File: src/rtl/uart_ahb_master_if.sv
// AHB-Lite signal bundle between a single-word initiator and the bus matrix.
interface uart_ahb_master_if;
   logic [31:0] HADDR;
   logic [1:0]  HTRANS;
   logic        HWRITE;
   logic [2:0]  HSIZE;
   logic [2:0]  HBURST;
   logic [31:0] HWDATA;
   logic [31:0] HRDATA;
   logic        HREADY;
   logic        HRESP;

   modport master (
      output HADDR, HTRANS, HWRITE, HSIZE, HBURST, HWDATA,
      input  HRDATA, HREADY, HRESP
   );

   modport slave (
      input  HADDR, HTRANS, HWRITE, HSIZE, HBURST, HWDATA,
      output HRDATA, HREADY, HRESP
   );
endinterface

File: src/rtl/uart_ahb_master.sv
// UART command-stream to AHB-Lite bridge. Receives framed 'W'/'R' commands
// (cmd, 4 address bytes, 4 data bytes for writes, all MSB first), issues one
// single-word AHB transfer and streams the response bytes into the tx FIFO.
module uart_ahb_master #(
   parameter int unsigned TIMEOUT_CYCLES = 1000000
) (
   input  logic                     HCLK,
   input  logic                     HRESETn,
   input  logic                     rx_valid,
   input  logic [7:0]               rx_data,
   input  logic                     tx_full,
   output logic                     tx_wr,
   output logic [7:0]               tx_data,
   output logic                     busy,
   uart_ahb_master_if.master        ahb
);

   localparam logic [7:0]  CMD_W    = 8'h57;
   localparam logic [7:0]  CMD_R    = 8'h52;
   localparam logic [7:0]  RSP_OK   = 8'h4B;
   localparam logic [7:0]  RSP_ERR  = 8'h45;
   localparam logic [1:0]  TR_IDLE  = 2'b00;
   localparam logic [1:0]  TR_NSEQ  = 2'b10;
   localparam logic [31:0] TO_LIMIT = 32'(TIMEOUT_CYCLES);

   typedef enum logic [2:0] {
      IDLE, GET_ADDR, GET_DATA, AHB_ADDR, AHB_DATA, RESP
   } state_t;

   state_t      state_q;
   logic        dir_q;      // 1 = write
   logic        err_q;
   logic        done_q;     // last response byte already issued
   logic        tx_wr_q;
   logic [7:0]  tx_data_q;
   logic [1:0]  cnt_q;      // frame byte counter, wraps after 4
   logic [1:0]  rcnt_q;     // response byte counter, wraps after 4
   logic [1:0]  htrans_q;
   logic [31:0] addr_q;
   logic [31:0] wdata_q;
   logic [31:0] resp_q;
   logic [31:0] to_q;

   logic [31:0] addr_d;
   logic [31:0] wdata_d;
   logic [31:0] to_d;
   logic [7:0]  first_byte_d;
   logic [7:0]  resp_byte_d;

   // Next-value helpers: byte shifts, timeout increment and response byte selection.
   always_comb begin
      addr_d       = {addr_q[23:0], rx_data};
      wdata_d      = {wdata_q[23:0], rx_data};
      to_d         = to_q + 32'd1;
      first_byte_d = ahb.HRESP ? RSP_ERR : (dir_q ? RSP_OK : ahb.HRDATA[31:24]);
      resp_byte_d  = err_q ? RSP_ERR : (dir_q ? RSP_OK : resp_q[31:24]);
   end

   // Command parser, AHB sequencer and response streamer with registered outputs.
   always_ff @(posedge HCLK or negedge HRESETn) begin
      if (!HRESETn) begin
         state_q   <= IDLE;
         dir_q     <= 1'b0;
         err_q     <= 1'b0;
         done_q    <= 1'b0;
         tx_wr_q   <= 1'b0;
         tx_data_q <= 8'h00;
         cnt_q     <= 2'd0;
         rcnt_q    <= 2'd0;
         htrans_q  <= TR_IDLE;
         addr_q    <= 32'h0;
         wdata_q   <= 32'h0;
         resp_q    <= 32'h0;
         to_q      <= 32'h0;
      end else begin
         tx_wr_q <= 1'b0;
         case (state_q)
            IDLE: begin
               if (rx_valid && (rx_data == CMD_W || rx_data == CMD_R)) begin
                  dir_q   <= (rx_data == CMD_W);
                  cnt_q   <= 2'd0;
                  to_q    <= 32'h0;
                  state_q <= GET_ADDR;
               end
            end
            GET_ADDR: begin
               if (rx_valid) begin
                  addr_q <= addr_d;
                  cnt_q  <= cnt_q + 2'd1;
                  to_q   <= 32'h0;
                  if (cnt_q == 2'd3) begin
                     if (dir_q) begin
                        state_q <= GET_DATA;
                     end else begin
                        state_q  <= AHB_ADDR;
                        htrans_q <= TR_NSEQ;
                     end
                  end
               end else if (to_d == TO_LIMIT) begin
                  to_q    <= 32'h0;
                  state_q <= IDLE;
               end else begin
                  to_q <= to_d;
               end
            end
            GET_DATA: begin
               if (rx_valid) begin
                  wdata_q <= wdata_d;
                  cnt_q   <= cnt_q + 2'd1;
                  to_q    <= 32'h0;
                  if (cnt_q == 2'd3) begin
                     state_q  <= AHB_ADDR;
                     htrans_q <= TR_NSEQ;
                  end
               end else if (to_d == TO_LIMIT) begin
                  to_q    <= 32'h0;
                  state_q <= IDLE;
               end else begin
                  to_q <= to_d;
               end
            end
            AHB_ADDR: begin
               // Address, direction and NONSEQ stay put until the slave accepts.
               if (ahb.HREADY) begin
                  htrans_q <= TR_IDLE;
                  state_q  <= AHB_DATA;
               end
            end
            AHB_DATA: begin
               if (ahb.HREADY) begin
                  err_q   <= ahb.HRESP;
                  state_q <= RESP;
                  // First response byte goes out on the completion edge to save a cycle.
                  if (!tx_full) begin
                     tx_wr_q   <= 1'b1;
                     tx_data_q <= first_byte_d;
                     resp_q    <= {ahb.HRDATA[23:0], 8'h00};
                     rcnt_q    <= 2'd1;
                     done_q    <= ahb.HRESP | dir_q;
                  end else begin
                     resp_q <= ahb.HRDATA;
                     rcnt_q <= 2'd0;
                     done_q <= 1'b0;
                  end
               end
            end
            RESP: begin
               if (done_q) begin
                  state_q <= IDLE;
               end else if (!tx_full) begin
                  tx_wr_q   <= 1'b1;
                  tx_data_q <= resp_byte_d;
                  resp_q    <= {resp_q[23:0], 8'h00};
                  rcnt_q    <= rcnt_q + 2'd1;
                  done_q    <= err_q | dir_q | (rcnt_q == 2'd3);
               end
            end
            default: state_q <= IDLE;
         endcase
      end
   end

   assign tx_wr      = tx_wr_q;
   assign tx_data    = tx_data_q;
   assign busy       = (state_q != IDLE);
   assign ahb.HADDR  = {addr_q[31:2], 2'b00};
   assign ahb.HTRANS = htrans_q;
   assign ahb.HWRITE = dir_q;
   assign ahb.HSIZE  = 3'b010;
   assign ahb.HBURST = 3'b000;
   assign ahb.HWDATA = wdata_q;

endmodule

File: src/flat_wrapper.sv
// flat-port wrapper written by rule: the top's interface ports become plain ports
module uart_ahb_master_flat 
#(
   parameter int unsigned TIMEOUT_CYCLES = 1000000
)
  (HCLK, HRESETn, rx_valid, rx_data, tx_full, tx_wr, tx_data, busy, ahb_HADDR, ahb_HTRANS, ahb_HWRITE, ahb_HSIZE, ahb_HBURST, ahb_HWDATA, ahb_HRDATA, ahb_HREADY, ahb_HRESP);
  uart_ahb_master_if ahb_i ();
  input  logic HCLK;
  input  logic HRESETn;
  input  logic rx_valid;
  input  logic [7:0] rx_data;
  input  logic tx_full;
  output logic tx_wr;
  output logic [7:0] tx_data;
  output logic busy;
  output wire logic [$bits(ahb_i.HADDR)-1:0] ahb_HADDR;
  output wire logic [$bits(ahb_i.HTRANS)-1:0] ahb_HTRANS;
  output wire logic [$bits(ahb_i.HWRITE)-1:0] ahb_HWRITE;
  output wire logic [$bits(ahb_i.HSIZE)-1:0] ahb_HSIZE;
  output wire logic [$bits(ahb_i.HBURST)-1:0] ahb_HBURST;
  output wire logic [$bits(ahb_i.HWDATA)-1:0] ahb_HWDATA;
  input wire logic [$bits(ahb_i.HRDATA)-1:0] ahb_HRDATA;
  input wire logic [$bits(ahb_i.HREADY)-1:0] ahb_HREADY;
  input wire logic [$bits(ahb_i.HRESP)-1:0] ahb_HRESP;
  assign ahb_HADDR = ahb_i.HADDR;
  assign ahb_HTRANS = ahb_i.HTRANS;
  assign ahb_HWRITE = ahb_i.HWRITE;
  assign ahb_HSIZE = ahb_i.HSIZE;
  assign ahb_HBURST = ahb_i.HBURST;
  assign ahb_HWDATA = ahb_i.HWDATA;
  assign ahb_i.HRDATA = ahb_HRDATA;
  assign ahb_i.HREADY = ahb_HREADY;
  assign ahb_i.HRESP = ahb_HRESP;
  uart_ahb_master #(.TIMEOUT_CYCLES(TIMEOUT_CYCLES)) u_core (.HCLK(HCLK), .HRESETn(HRESETn), .rx_valid(rx_valid), .rx_data(rx_data), .tx_full(tx_full), .tx_wr(tx_wr), .tx_data(tx_data), .busy(busy), .ahb(ahb_i));
endmodule
File: config.mk
export PLATFORM = sky130hd
export DESIGN_NAME = uart_ahb_master_flat
export DESIGN_NICKNAME = d
export VERILOG_FILES = /design/src/rtl/uart_ahb_master_if.sv /design/src/rtl/uart_ahb_master.sv /design/src/flat_wrapper.sv
export SDC_FILE = /design/constraint.sdc
export NUM_CORES = 1
export LEC_CHECK = 0
export CORE_ASPECT_RATIO = 1.1
export CORE_MARGIN = 2
export CORE_UTILIZATION = 52
export DETAILED_ROUTE_END_ITERATION = 16
export GPL_ROUTABILITY_DRIVEN = 1
export GPL_TIMING_DRIVEN = 1
export PLACE_DENSITY = 0.8
export REMOVE_ABC_BUFFERS = 1
export SYNTH_ARGS = -nofsm -noshare
export SYNTH_HDL_FRONTEND = slang
export SYNTH_SLANG_ARGS = --single-unit
File: constraint.sdc
create_clock -name HCLK -period 2.8 [get_ports HCLK]
set_input_delay 0.56 -clock HCLK [delete_from_list [all_inputs] [get_ports HCLK]]
set_output_delay 0.56 -clock HCLK [all_outputs]
set_load 0.02 [all_outputs]
-- Word level (Yosys, flattened, before mapping)
Cells that the tools add are included.
- output and inout bits: 83
- bits in registers: 149
- word-level logic and storage cells: 116
- input bits: 46
- equal/unequal tests: 25
- reductions and logical operators: 19
- bitwise operators: 3
- add/subtract/negate cells: 3
- mux-type cells: 53
- operators by type and width (operator ; count):
    two-way mux 32 bit ; 7
    case mux 32 bit (2 select lines) ; 2
    two-way mux 8 bit ; 8
    adder 32 x 1 -> 32 bit, second input constant ; 1
    equality test 32 x 20 -> 1 bit, second input constant ; 1
    two-way mux 3 bit ; 9
    two-way mux 2 bit ; 11
    case mux 3 bit (6 select lines) ; 1
    equality test 8 x 7 -> 1 bit, second input constant ; 2
    inequality test 2 bit, second input constant ; 8
    case mux 8 bit (2 select lines) ; 1
    AND reduction 2 bit ; 6
    inequality test 2 x 1 -> 1 bit, second input constant ; 5
    two-way mux 1 bit ; 9
    case mux 2 bit (2 select lines) ; 2
    AND reduction 7 bit ; 1
    equality test 3 x 2 -> 1 bit, second input constant ; 2
    equality test 3 bit, second input constant ; 2
    inequality test 3 x 2 -> 1 bit, second input constant ; 2
    case mux 2 bit (3 select lines) ; 1
    AND reduction 6 bit ; 1
    nonzero test 3 bit ; 2
    AND reduction 5 bit ; 1
    adder 2 x 1 -> 2 bit, second input constant ; 2
    11 further kinds ; 16

-- Logic depth before layout (Yosys ltp)
Gate-level depths: netlist (run 1).
- depth after elaboration: 5
- gate-level depth with buffers: 11
- mapped depth without buffers: 9

-- Least setup slack after synthesis (run 1)
OpenSTA, ideal clock, no wires.
- path kind: reg-to-reg
- from: register u_core.to_q[0]
- to: register u_core.to_q[6]
- cell stages (with the launch flop): 11
- clock period less this slack: 2.543 ns
- data arrival time: 2.417 ns
- slack: 0.257 ns
- cell sequence: dfrtp_1 ha_1 nand2_1 or3_1 nor4b_1 o21ai_0 a221oi_1 and4_1 buf_4 nor2_2 a221o_1
- word-level cells in the longest chain between the ends: 5
- ends and longest elaborated chain (item ; line ; RTL):
    from (decl) ; uart_ahb_master.sv:42 ; logic [31:0] to_q;
    from (signal assigned) ; uart_ahb_master.sv:103 ; to_q <= to_d;
    from (signal assigned) ; uart_ahb_master.sv:119 ; to_q <= to_d;
    adder 32 x 1 -> 32 bit * ; uart_ahb_master.sv:54 ; to_d = to_q + 32'd1;
    equality test 32 x 20 -> 1 bit ; uart_ahb_master.sv:99, uart_ahb_master.sv:115 ;
    two-way mux 32 bit * ; uart_ahb_master.sv:99, uart_ahb_master.sv:115 ;
    two-way mux 32 bit * ; uart_ahb_master.sv:87 ; if (rx_valid) begin
    case mux 32 bit (2 select lines) * ; uart_ahb_master.sv:77 ; case (state_q)
Mark *: on every way between the ends. The rest lies on a longest branch, timed or not.
A chain may end at the register's enable or synchronous reset.

-- Worst setup path in the final report (run 1)
- from: register u_core.to_q[1]
- to: register u_core.to_q[14]
Same word-level chain as after synthesis.

==> results.ini, run 1 <==
[layout]
final_cells=1091
diodes=0
multi_input_area_sq_mm=0.00353
nNetsFinal=935
syn_to_final_growth_pct=26.5
regArea_sq_mm=0.00370
drive_gt1_share_pct=20.0
fillerInstances=1101

[grt]
grt_max_degree=72
grt_usage_pct=23.2
grt_pass1_wl_microns=29600
grt-ovfl-total=0
grt_pass1_vias=5960
antenna_found_initial=0

[floorplan]
core-area_sq_mm=0.0145
die_x_microns=120
rows=46
die_area_sq_mm=0.0159
die-height_microns=132
ioPinCount=129
start_util_pct=53.3

[timing]
slew-limit-headroom_pct=50.6
fin_hold_ws_ps=143
period_minus_slack_ps=2670
skew_ps=10.5
hold_violations=0
drv_slew=0
setup_viol=0
fin_crit_sh_pct=95.5
fmax_mhz=374
worst_pin_slew_ps=741

[setup_path]
r2r-end=u_core.to_q[14]$_DFFE_PN0P_
crit_required_ps=3100
reg2regPathDepth=11
r2r_slack_ps=130
criticalPathCategory=reg2reg
crit_start=u_core.to_q[1]$_DFFE_PN0P_
start_kind=register
critical_path_arrival_ps=2970
rr_startpoint=u_core.to_q[1]$_DFFE_PN0P_
critPathCaptureType=register
path_max_fanout=5

[detailed_routing]
ant_nets=0
wire_per_inst_microns=16.2
drc=0
vias_per_cell=5.64
first_pass_iters=5
drtIter0Drc=391
wl_microns=17700
via_count=6149

[pwr]
p_leak_uw=0.00431
internal_power_uw=6220
power_uw=9780
seqPwrFrac_pct=36.0
powerDensity_mw_per_mm2=999
p_comb_share_pct=41.0
pwr-share-clk_pct=23.1
swShare_pct=36.3
switching_power_uw=3550
max-vdd-ir-drop_mv=0.509

[clock_network]
clk_pin_slew_ps=60
cts_buffers=17
clock_sinks=148
cts_buffer_depth=2
cts_tree=built
insertion_delay_ps=430
ctsHoldBuffers=0
htree_levels=4
cts-root-buf=clkbuf_16

[synthesis]
netlist_area_sq_mm=0.00774
yosysWarnings=0
synth.avg_cell_area_sq_um=9.93
ys_seq_area_share_pct=47.9
ys_async_sr_fraction_pct=100
synth_ff_type=dfrtp_1
netlist-cell-type-count=62
synth-seq-cells=148
synth_cells=779
synth-edff-count=0

[run]
drv_cap=0

[placement]
place_hpwl_microns=12400
gp_congestion=0.921
portBuffers=119
place_inst=1058

[status]
status=finished, final reports clean

[worst_hold_path]
hold_path.class=in2async

==> cell usage in the layout, fill, tap and decap left out, drive strengths merged, types with 11 or more instances in the layout <==
master         Yosys  final
a21oi             37     37
buf               56     59
clkbuf            40     18
clkdlybuf4s50      0    118
dfrtp            148    148
inv                8     11
mux2              67     67
mux2i             28     28
nand2             74     74
nand3             37     37
nand4             19     19
nor2              60     60
nor3              15     15
o21ai             49     49
or3               11     11
==> final cells by class <==
cell class	count	share of cell area, %
clock buffers	18	4.49
clock inverters	14	1.56
inverters	9	0.345
multi-input cells	533	36.0
flip-flops and latches	148	37.8
well taps	192	2.45
repair buffers	177	17.3
==> critical path: stages (launching register included) <==
cell and delay (ps):
dfrtp_1 420, ha_2 230, nand2_1 70, buf_4 160, nor3_2 350, xnor2_1 180
a41oi_1 140, nor3_1 260, and4_4 320, buf_4 130, nor2_1 40, a221o_1 250
==> logic make-up (layout without fill, tap and decap cells) <==
logic type / after synthesis / in the layout / share of synthesized area [%]
multiplexers: 95 / 95 / 13.4
AND/OR/NAND/NOR: 264 / 264 / 17.3
XOR/XNOR: 14 / 14 / 1.58
buffers and inverters: 105 / 218 / 7.26
AO/OA/AOI/OAI: 148 / 148 / 12.1
other: 2 / 9 / 0.0971
adder cells (fa/ha/maj): 3 / 3 / 0.485
flip-flops: 148 / 148 / 47.9
==> layer usage <==
metal | global-route usage [%] | wire length [microns] | up-vias
li1 | - | - | 2950
met1 | 31.6 | 7830 | 2974
met2 | 36.7 | 8470 | 199
met3 | 4.58 | 967 | 26
met4 | 8.85 | 378 | 0
met5 | 0 | 0 | -
==> worst max path at each step <==
| stage | to | slack, ps |
|---|---|---|
| 6_report | u_core.to_q[14]$_DFFE_PN0P_ | 130 |
| 4_1_cts | u_core.to_q[14]$_DFFE_PN0P_ | 40 |
| 3_5_place_dp | u_core.to_q[16]$_DFFE_PN0P_ | 20 |
| 2_1_floorplan | u_core.resp_q[10]$_DFFE_PN0P_ | -180 |
| 3_3_place_gp | u_core.state_q[0]$_DFFE_PN0P_ | 50 |
| 5_1_grt | u_core.to_q[17]$_DFFE_PN0P_ | -0.8 |
==> power by group through the flow <==
stage               Clock, uW  Combinational (uW)  Sequential, uW
floorplan                   0                1600            4060
detailed placement          0                4010            3540
global placement            0                3910            3490
finish                   2260                4010            3520
CTS                      2310                4020            3510
global route             2400                4330            3620
==> cell usage after synthesis (all sizes together), types with 8 or more instances <==
library cell / instances / area (sq um)
or3: 11 / 68.8
mux2: 67 / 754
nand2b: 9 / 58.8
buf: 56 / 375
a22o: 9 / 78.8
nor2: 60 / 235
nor4: 8 / 62.6
o31ai: 8 / 60.1
nand2: 74 / 278
nand4: 19 / 131
dfrtp: 148 / 3700
mux2i: 28 / 280
nor3: 15 / 85.1
nand3: 37 / 185
xnor2: 8 / 70.1
a21oi: 37 / 185
o21ai: 49 / 245
clkbuf: 40 / 153
inv: 8 / 30.0
==> state kept, by name (all words and copies together) (netlist names), 2 cells and up <==
name               cells
u_core.addr_q         32
u_core.ahb.HWDATA     32
u_core.cnt_q           2
u_core.rcnt_q          2
u_core.resp_q         32
u_core.state_q         3
u_core.to_q           32
u_core.tx_data         8
==> what timing repair did <==
item	in CTS	in global routing
gates cloned	0	0
pin swaps	0	1
resized for setup	1	6
setup endpoints to repair	5	17
buffers inserted	0	1
==> per-stage QoR <==
| stage | cell area, sq um | worst slack [ps] | util [%] | setup TNS [ps] |
|---|---|---|---|---|
| floorplan | 7240 | -180 | - | -5510 |
| global placement | 9170 | 50.1 | 63.2 | 0 |
| detailed placement | 9170 | 22.2 | 63.2 | 0 |
| CTS | 9760 | 42.6 | 67.3 | 0 |
| global route | 9790 | -0.782 | 67.5 | -0.782 |
| finish | 9790 | 126 | 67.5 | 0 |
No activity file was read; power rests on OpenSTA's default activity.
==> inputs of run 2 (changes only) <==
--- a/config.mk
+++ b/config.mk
@@ -9,3 +9,3 @@
 export CORE_MARGIN = 2
-export CORE_UTILIZATION = 52
+export CORE_UTILIZATION = 40
 export DETAILED_ROUTE_END_ITERATION = 16
@@ -13,3 +13,3 @@
 export GPL_TIMING_DRIVEN = 1
-export PLACE_DENSITY = 0.8
+export PLACE_DENSITY = 0.65
 export REMOVE_ABC_BUFFERS = 1
==> constraint.sdc (replaced) <==
create_clock -name HCLK -period 2.8 [get_ports HCLK]
set_input_delay 0.28 -clock HCLK [delete_from_list [all_inputs] [get_ports HCLK]]
set_output_delay 0.28 -clock HCLK [all_outputs]
set_load 0.02 [all_outputs]
==> run 2 against run 1 <==
Sequential power about the same. Clock skew is 1.3 ps higher. Critical path depth is the same. First-iteration DRC count increased by 27%. Largest cell class unchanged. Combinational power is essentially flat. Sequential cell count is the same. Routed wire length up 7.5%. Final area up 1.3%. Register-to-register slack worse by 20 ps. Utilization fell by 15 points. Final cell count increased by 5.5%.
==> results.ini, run 2 (synthesis results as in run 1) <==
[setup_path]
criticalPathCategory=reg2reg
crit_required_ps=3110
crit_chain=ha_2, nand4_1, nor4_2, buf_4, nand4_1, xnor2_1, nor4_2, and4_4, buf_4, nor2_1, a211o_1
crit_slowest_cell=nor4_2
path_max_fanout=5
crit_buf_inv=2
critPathCaptureType=register
critical_path.top_delay_family=simple AND/OR/NAND/NOR gates
cp_slowest_stage_delay_ps=370
start_kind=register
critical_path_arrival_ps=3000

[floorplan]
start_util_pct=40.7
ioPinCount=129
die_area_sq_mm=0.0205
rows=53
die_x_microns=137
core-area_sq_mm=0.0190
die-height_microns=150

[grt]
grt-ovfl-total=0
grt_usage_pct=19.1
grt_max_degree=64
antenna_found_initial=0
grt_pass1_wl_microns=31000
grt_pass1_vias=6032

[worst_hold_path]
hold_path.class=in2async

[timing]
drv_slew=0
slew-limit-headroom_pct=57.4
fin_ws_ps=105
fin_hold_ws_ps=404
hold_violations=0
fin_crit_sh_pct=96.2
skew_ps=11.8
worst_pin_slew_ps=636
fmax_mhz=371
setup_viol=0
rsz0062_at_grt=true
period_minus_slack_ps=2690

[clock_network]
cts_buffer_depth=2
cts_tree=built
insertion_delay_ps=430
clock_sinks=148
cts-root-buf=clkbuf_16
clk_pin_slew_ps=60
htree_levels=4
cts_buffers=17

[status]
status=finished, final reports clean

[pwr]
p_leak_uw=0.00435
max-vdd-ir-drop_mv=0.468
powerDensity_mw_per_mm2=1010

[placement]
dp_slack_ps=-134
place_area_sq_mm=0.00919
place_hpwl_microns=13200
portBuffers=119
gp_congestion=0.878

[detailed_routing]
wl_microns=19000
wire_per_inst_microns=16.5
first_pass_iters=5
drc=0
via_count=6115
vias_per_cell=5.31
ant_nets=0
drtIter0Drc=495

[layout]
diodes=0
fin_area_sq_mm=0.00991
nNetsFinal=940
final_cell_mix=dfrtp_1, clkdlybuf4s50_1, nand2_1, mux2_2, buf_4
fillerInstances=1669
fin_util_pct=52.1
drive_gt1_share_pct=20.2
regArea_sq_mm=0.00370
multi_input_area_sq_mm=0.00353
syn_to_final_growth_pct=28.1
final_common_cell=dfrtp_1

[run]
drv_cap=0

## run 2: cell count changes in the layout (fill, tap and decap cells not counted), sizes merged
cell         previous run  this run
bufinv                  2         4
clkinv                  9         5
buf                    59        63
clkbuf                 18        19
dlygate4sd3             0         1
inv                    11        12
## run 2: power breakdown
group / total (uW) / internal, uW / leakage [uW] / switching [uW]
clock: 2480 / 1530 / 0.000310 / 951
sequential: 3520 / 2940 / 0.00190 / 571
combinational: 4010 / 1940 / 0.00214 / 2080
total: 10000 / 6410 / 0.00435 / 3600
## run 2: area by class of cell
| class | instances | share of cell area, % |
|---|---|---|
| Clock inverter | 13 | 1.98 |
| Sequential cell | 148 | 37.4 |
| Multi-Input combinational cell | 533 | 35.7 |
| Clock buffer | 19 | 4.47 |
| Timing Repair Buffer | 182 | 17.1 |
| Tap cell | 247 | 3.12 |
| Inverter | 9 | 0.341 |
## run 2: worst paths after layout
kind	slack [ps]	cells after the start	to	from
min reg2reg	480	2	u_core.resp_q[25]$_DFFE_PN0P_	u_core.resp_q[25]$_DFFE_PN0P_
max reg2reg	110	11	u_core.to_q[17]$_DFFE_PN0P_	u_core.to_q[0]$_DFFE_PN0P_
max	110	11	u_core.to_q[17]$_DFFE_PN0P_	u_core.to_q[0]$_DFFE_PN0P_
max in group asynchronous	1540	3	u_core.resp_q[18]$_DFFE_PN0P_	HRESETn
min in group HCLK	480	2	u_core.resp_q[4]$_DFFE_PN0P_	ahb_HRDATA[4]
min	400	2	u_core.addr_q[21]$_DFFE_PN0P_	HRESETn
## run 2: metal layers
metal	GRT usage, %	wire length [microns]
met2	30.7	9350
met4	7.29	421
met3	4.51	870
met5	0	0
met1	25.1	8340
## run 2: repair_timing
action / CTS / global route
cloned: 0 / 0
hold buffers: 1 / 0
hold endpoints to repair: 59 / 0
resized for setup: 5 / 2
pin swaps: 2 / 4
endpoints found under the setup margin: 15 / 13
setup buffers: 4 / 3
## run 2: metrics by stage
stage	cells	total power, uW	setup TNS, ps
final	1151	10000	0
after global routing	1151	10600	-110
after CTS	1148	10100	0
after detailed placement	1111	7570	-1010
after global placement	1111	7480	0
after floorplan	690	5660	-5510
## run 2: worst register-to-register path, cell delays in order, from the launching register on
cell and delay (ps):
dfrtp_1 360, ha_2 210, nand4_1 130, nor4_2 370, buf_4 200, nand4_1 170
xnor2_1 190, nor4_2 180, and4_4 320, buf_4 150, nor2_1 50, a211o_1 260
